**src/rtl/alu_exec.sv**
```systemverilog
// ============================================================================
//  Module   : alu_exec
//  Brief    : Registered RV32I execute-stage ALU with branch-condition flag.
//             Optional macro ALU_FLAGS_EN adds registered zero/negative/overflow.
//  Revision : 1.0
// ============================================================================
`default_nettype none

module alu_exec #(
    parameter int DATA_W = 32
) (
    input  logic              clock,
    input  logic              reset,
    input  logic              branch_op,
    input  logic [5:0]        ALU_Control,
    input  logic [DATA_W-1:0] operand_A,
    input  logic [DATA_W-1:0] operand_B,
    output logic [DATA_W-1:0] ALU_result,
`ifdef ALU_FLAGS_EN
    output logic              zero,
    output logic              negative,
    output logic              overflow,
`endif
    output logic              branch
);

    localparam logic [5:0] c_add    = 6'b000_000;
    localparam logic [5:0] c_sub    = 6'b001_000;
    localparam logic [5:0] c_sll    = 6'b000_001;
    localparam logic [5:0] c_slt    = 6'b000_010;
    localparam logic [5:0] c_sltu   = 6'b000_011;
    localparam logic [5:0] c_xor    = 6'b000_100;
    localparam logic [5:0] c_srl    = 6'b000_101;
    localparam logic [5:0] c_sra    = 6'b001_101;
    localparam logic [5:0] c_or     = 6'b000_110;
    localparam logic [5:0] c_and    = 6'b000_111;
    localparam logic [5:0] c_pass_b = 6'b011_000;
    localparam logic [5:0] c_pass_a = 6'b111_111;
    localparam logic [2:0] c_class_branch = 3'b010;

    logic [DATA_W-1:0] w_sum;
    logic [DATA_W-1:0] w_diff;
    logic [4:0]        w_shamt;
    logic              w_lt_s;
    logic              w_lt_u;
    logic              w_eq;
    logic              w_cond;

    logic [DATA_W-1:0] result_d, result_q;
    logic              branch_d, branch_q;

    always_comb begin
        w_sum   = operand_A + operand_B;
        w_diff  = operand_A - operand_B;
        w_shamt = operand_B[4:0];
        w_lt_s  = $signed(operand_A) < $signed(operand_B);
        w_lt_u  = operand_A < operand_B;
        w_eq    = operand_A == operand_B;
        w_cond   = 1'b0;
        result_d = '0;
        branch_d = 1'b0;

        if (ALU_Control[5:3] == c_class_branch) begin
            case (ALU_Control[2:0])
                3'b000:  w_cond = w_eq;
                3'b001:  w_cond = !w_eq;
                3'b100:  w_cond = w_lt_s;
                3'b101:  w_cond = !w_lt_s;
                3'b110:  w_cond = w_lt_u;
                3'b111:  w_cond = !w_lt_u;
                default: w_cond = 1'b0;
            endcase
            branch_d = w_cond;
            // Branch unit may consume the raw difference instead of the flag
            result_d = branch_op ? w_diff : {{(DATA_W-1){1'b0}}, w_cond};
        end else begin
            case (ALU_Control)
                c_add:    result_d = w_sum;
                c_sub:    result_d = w_diff;
                c_sll:    result_d = operand_A << w_shamt;
                c_slt:    result_d = {{(DATA_W-1){1'b0}}, w_lt_s};
                c_sltu:   result_d = {{(DATA_W-1){1'b0}}, w_lt_u};
                c_xor:    result_d = operand_A ^ operand_B;
                c_srl:    result_d = operand_A >> w_shamt;
                c_sra:    result_d = $unsigned($signed(operand_A) >>> w_shamt);
                c_or:     result_d = operand_A | operand_B;
                c_and:    result_d = operand_A & operand_B;
                c_pass_b: result_d = operand_B;
                c_pass_a: result_d = operand_A;
                default:  result_d = '0;
            endcase
        end
    end

    always_ff @(posedge clock or posedge reset) begin
        if (reset) begin
            result_q <= '0;
            branch_q <= 1'b0;
        end else begin
            result_q <= result_d;
            branch_q <= branch_d;
        end
    end

    assign ALU_result = result_q;
    assign branch     = branch_q;

`ifdef ALU_FLAGS_EN
    logic zero_d, zero_q;
    logic negative_d, negative_q;
    logic overflow_d, overflow_q;

    always_comb begin
        zero_d     = (result_d == '0);
        negative_d = result_d[DATA_W-1];
        overflow_d = 1'b0;
        // Signed overflow: operand signs permit it and the result sign flips
        if (ALU_Control == c_add) begin
            overflow_d = (operand_A[DATA_W-1] == operand_B[DATA_W-1]) &&
                         (w_sum[DATA_W-1] != operand_A[DATA_W-1]);
        end else if (ALU_Control == c_sub) begin
            overflow_d = (operand_A[DATA_W-1] != operand_B[DATA_W-1]) &&
                         (w_diff[DATA_W-1] != operand_A[DATA_W-1]);
        end
    end

    always_ff @(posedge clock or posedge reset) begin
        if (reset) begin
            zero_q     <= 1'b0;
            negative_q <= 1'b0;
            overflow_q <= 1'b0;
        end else begin
            zero_q     <= zero_d;
            negative_q <= negative_d;
            overflow_q <= overflow_d;
        end
    end

    assign zero     = zero_q;
    assign negative = negative_q;
    assign overflow = overflow_q;
`endif

endmodule

`default_nettype wire

```
**config.mk**
```make
export PLATFORM = sky130hd
export DESIGN_NAME = alu_exec
export DESIGN_NICKNAME = d
export VERILOG_FILES = /design/src/rtl/alu_exec.sv
export SDC_FILE = /design/constraint.sdc
export NUM_CORES = 1
export LEC_CHECK = 0
export CAP_MARGIN = 5
export CORE_MARGIN = 5
export CORE_UTILIZATION = 40
export CTS_BUF_LIST = sky130_fd_sc_hd__clkbuf_4
export CTS_CLUSTER_DIAMETER = 50
export DETAILED_ROUTE_END_ITERATION = 7
export GPL_TIMING_DRIVEN = 0
export PLACE_DENSITY = 0.71
export SETUP_SLACK_MARGIN = 0.4
export SLEW_MARGIN = 20
export SYNTH_ARGS = -nofsm -noshare
export SYNTH_HDL_FRONTEND = slang
export SYNTH_SLANG_ARGS = --single-unit
```
**constraint.sdc**
```tcl
create_clock -name clock -period 2.8 [get_ports clock]
set_clock_uncertainty 0.15 [all_clocks]
set_input_delay 0.28 -clock clock [delete_from_list [all_inputs] [get_ports clock]]
set_output_delay 0.28 -clock clock [all_outputs]
set_load 0.03 [all_outputs]
```
# Word level (Yosys, flattened, before mapping)
# Index checks and enable logic that the tools add are counted.
[word_totals]
ff_bits = 33
latch_bits = 0
ramBits = 0
mem_bits_ro = 0
output_inout_bits = 33
wordCells = 40
memories = 0
[classes]
n_addsub = 2
multipliers = 0
div_mod_pow = 0
n_lt_le_gt_ge = 2
n_eq_ne = 18
shifts = 3
n_mux = 5
bitwise = 3
n_reduce_logical = 5
[ops]
columns = ["operator", "n"]
rows = [
  ["$pmux W32 S12", 1],
  ["$lt A32 B32 Y1", 2],
  ["$mux W32", 2],
  ["$add A32 B32 Y32", 1],
  ["$and A32 B32 Y32", 1],
  ["$eq A32 B32 Y1", 1],
  ["$or A32 B32 Y32", 1],
  ["$shl A32 B5 Y32", 1],
  ["$shr A32 B5 Y32", 1],
  ["$sshr A32 B5 Y32", 1],
  ["$sub A32 B32 Y32", 1],
  ["$xor A32 B32 Y32", 1],
  ["$eq A6 B3 Y1 const B", 4],
  ["$eq A3 B3 Y1 const B", 4],
  ["$eq A6 B2 Y1 const B", 2],
  ["$eq A6 B4 Y1 const B", 2],
  ["$eq A6 B1 Y1 const B", 1],
  ["$eq A6 B5 Y1 const B", 1],
  ["$eq A6 B6 Y1 const B", 1],
  ["$logic_not A6 Y1", 1],
  ["$pmux W1 S6", 1],
  ["$eq A3 B1 Y1 const B", 1],
  ["$eq A3 B2 Y1 const B", 1],
  ["$logic_not A1 Y1", 3],
  ["other kinds (2)", 2],
]

# Depth between registers and ports, before layout
[depth]
word_depth = 5
ltp_mapped = 15
ltp_nobuf = 12

# Worst setup path before layout
# OpenSTA, ideal clock, no wires.
[synth_timing]
path_kind = "input -> register"
start = "input port operand_B[2]"
end = "register result_q[28] (netlist: ALU_result[28])"
setup_ns = 0.118
t_arrival_ns = 3.322
t_required_ns = 2.532
setup_slack_ns = -0.790
path_stages = 14
path_cell_list = "inv_1 > buf_1 > buf_2 > buf_2 > ha_1 > buf_2 > nor3_1 > o31ai_1 > a31oi_1 > o41ai_2 > o41ai_2 > a221o_1 > a221o_1 > a21o_1"
[synth_between]
elab_chain_len = 3
word_cells_on_any_way = 8
classes_between = "2 x add/sub; 3 x shift; 3 x mux"
[synth_rtl]
columns = ["element", "line", "source"]
rows = [
  ["start: declaration", "17", "input logic [DATA_W-1:0] operand_B,"],
  ["$sub A32 B32 Y32 (tied with other cells)", "54", "w_diff = operand_A - operand_B;"],
  ["$pmux W32 S12 or $mux W32 (tied branches)", "77, 75", ""],
  ["$mux W32 *", "63", "if (ALU_Control[5:3] == c_class_branch) begin"],
  ["net result_d[28]", "49", "logic [DATA_W-1:0] result_d, result_q;"],
  ["end signal: assignment", "100", "result_q <= result_d;"],
  ["end: declaration", "49", ""],
]
# The timed path passes the listed nets; every way through them passes the cells marked *.

# Worst setup path in the final report
# Ends and elaborated chain as after synthesis.

==> flow_summary.json <==
{
  "run_status": "finished with violations",
  "violations": "setup timing",
  "cts_buffer_depth": 2,
  "hp-start": "ALU_Control[4]",
  "worstMarginPinSlew_ns": 0.9693,
  "die_w_um": 169.4,
  "grt_pass1_vias": 13020,
  "clock-sinks": 33,
  "place_congestion": 1.096,
  "fin_util_pct": 57.97,
  "slowest_delay_ns": 0.40,
  "power.leakage_uw": 0.006178,
  "fillers": 2337,
  "rsz0062_at_grt": "true",
  "start_util_pct": 40.49,
  "synth-seq-cells": 33,
  "synthToLayoutAreaGrowth_pct": 43.19,
  "path_class": "in2reg",
  "max_cap_violations": 0,
  "start_kind": "primary input",
  "final.setup.worst_slack_ns": -0.3221,
  "cts_tree": "yes",
  "postPlaceCellArea_sq_mm": 0.01189,
  "synth_compound_area_share_pct": 37.67,
  "grt_pass1_wl_mm": 86.72,
  "antenna_found_initial": 3,
  "cts_inserted_buffers": 5,
  "period_needed_ns": 3.122,
  "slowest_stage": "a221o_1",
  "tns_ns": -3.485,
  "synth_cell_types": 90,
  "holdWs_ns": 0.09279,
  "final_common_cell": "nand2_1",
  "irDropWorstVdd_mv": 0.2076,
  "critPathRequiredTime_ns": 2.94,
  "synth.area.mux_share_pct": 13.10,
  "ys_async_sr_fraction_pct": 100.0,
  "synth_fa_ha_area_share_pct": 13.81,
  "setup_viol_count_final": 21,
  "route.vias.total": 13940,
  "critPathTopFamily": "compound AO/OA/AOI/OAI gates",
  "drt_iter0_drc": 2090,
  "yosysSeqAreaShare_pct": 8.123,
  "relSlewSlack_pct": 35.38,
  "fin_area_sq_mm": 0.01456,
  "dpl.hpwl_mm": 45.48,
  "slew_violations": 0,
  "endpoint_kind": "flip-flop",
  "critPathBufInv": 8,
  "synth_edf_count": 0,
  "yosys.area_share.xor_xnor_pct": 0.1723,
  "grtUsageTotal_pct": 40.30,
  "ctsRootBufferMaster": "clkbuf_4",
  "arrival_ns": 3.26,
  "postCtsHoldBufs": 0,
  "die_h_um": 169.4,
  "grt_max_degree": 34,
  "synthSimpleGateAreaFrac_pct": 17.82,
  "crit_path_cell_trace": "buf_12, clkinvlp_4, buf_8, buf_12, buf_12, ha_4, buf_8, nor3_4, o31ai_4, buf_6, a31oi_4, o41ai_4, buf_4, o41ai_4, a221o_1, a221o_1, a21o_1",
  "yosysWarnings": 0,
  "io_buffers": 103,
  "boundaryPins": 106,
  "final_cell_mix": "nand2_1, nor2_1, buf_4, ha_1, inv_1",
  "core-area_sq_mm": 0.02511,
  "p_per_area_mw_per_mm2": 266.3,
  "avgRoutedWirePerCell_um": 30.97,
  "nets": 1826,
  "netlist_instances": 1414,
  "via_per_inst": 7.052,
  "drive_gt1_share_pct": 32.62,
  "finalPower_uw": 3876,
  "drt_wl_total_mm": 61.19,
  "hold_path_end": "branch",
  "num_rows": 58,
  "ant_nets": 0,
  "hold_violations": 0,
  "first_pass_iters": 7,
  "yosys_most_used_dff": "dfrtp_1",
  "crit_top_cell": "buf_12",
  "die_area_sq_mm": 0.02870,
  "worstPathMaxFanout": 4,
  "period_share_pct": 111.5,
  "htreeDepth": 2,
  "hold_class": "in2reg",
  "avgSynthCellArea_sq_um": 7.190,
  "clkTransAtPathRegs_ns": 0.11,
  "synth_top_family_by_area": "compound AO/OA/AOI/OAI gates",
  "syn-cell-area_sq_mm": 0.01017,
  "max_freq_mhz": 320.3,
  "route.detailed.drc": 0,
  "grt_remaining_overflow": 0,
  "syn_nets": 1598,
  "worstHoldPathCells": 3
}
state kept, by name (all words and copies together) (netlist names):
register	count
branch	1
ALU_result	32
worst max path at each step:
stage / endpoint / from / cells after the start / slack (ns)
2_1_floorplan: ALU_result[28] / operand_B[2] / 14 / -0.42
3_3_place_gp: ALU_result[26] / operand_B[2] / 16 / -2.31
3_5_place_dp: ALU_result[26] / operand_B[2] / 16 / -2.28
4_1_cts: ALU_result[28] / operand_B[2] / 16 / -0.31
5_1_grt: ALU_result[28] / operand_B[11] / 13 / -0.34
6_report: ALU_result[28] / operand_B[2] / 17 / -0.32
per-layer routing:
metal / track usage (%) / routed length [um] / part of all wire [%] / up-vias
met5: 1.839 / 77 / 0.13 / -
met4: 20.51 / 4542 / 7.4 / 4
met3: 11.06 / 8227 / 13 / 310
met2: 61.44 / 25620 / 42 / 1241
met1: 52.21 / 22730 / 37 / 6636
li1: - / - / - / 5744
per-stage QoR:
| stage | instances | worst slack (ns) |
|---|---|---|
| after floorplan | 1414 | -0.4235 |
| after global placement | 1847 | -2.306 |
| after detailed placement | 1847 | -2.283 |
| after CTS | 1931 | -0.3118 |
| after global routing | 1975 | -0.3409 |
| final | 1976 | -0.3221 |
logic make-up after synthesis:
kind of cell,Yosys count
AOI/OAI and AO/OA,555
and+or+nand+nor,396
buffers and inverters,222
adders and majority gates,111
muxes,95
DFF,33
xor gates and xnor gates,2
power breakdown:
| group | switching [uW] | internal [uW] |
|---|---|---|
| clock | 209 | 90.6 |
| combinational | 1840 | 1190 |
| sequential | 15.6 | 536 |
| total | 2060 | 1810 |
cells in the mapped netlist (11+ instances only):
library cell  count  area (sq um)
mux2i_1          58         580.6
clkbuf_1         66         247.7
a211oi_1         31         232.7
a221oi_1         25         219.0
a22oi_1          23         172.7
o22ai_1          15         93.84
o21bai_1         14         105.1
inv_1           105         394.1
buf_2            25         125.1
a221o_1          17         170.2
o21a_1           11         82.58
nand2_1         129         484.2
a31oi_1          16         100.1
ha_1            109          1364
mux4_2           23         518.0
nand3_1          18         90.09
dfrtp_1          33         825.8
a21o_1           21         157.7
o211ai_1         22         165.2
nor2_1          132         495.5
o221ai_1         19         166.4
o21ai_0         125         625.6
or3_1            11         68.82
nor2b_1          12         75.07
nor3_1           25         125.1
a21oi_1         117         585.6
and2_1           13         81.33
cell type report:
class,instances,area [sq um],area share [%]
clock inverter,3,12.51,0.08595
buffer,116,1027,7.057
antenna,3,7.507,0.05157
sequential,33,825.8,5.673
tap,330,412.9,2.837
inverter,106,430.4,2.957
multi-input combinational,1159,9764,67.08
timing repair buffer,221,2038,14.00
clock buffer,5,37.54,0.2579
repair_timing:
action | CTS | global route
setup buffers | 76 | 39
pin swaps | 73 | 80
endpoints found under the setup margin | 33 | 33
gates resized for setup | 500 | 146
cloned | 0 | 3
Note: power is estimated with default switching activity, not from simulation.
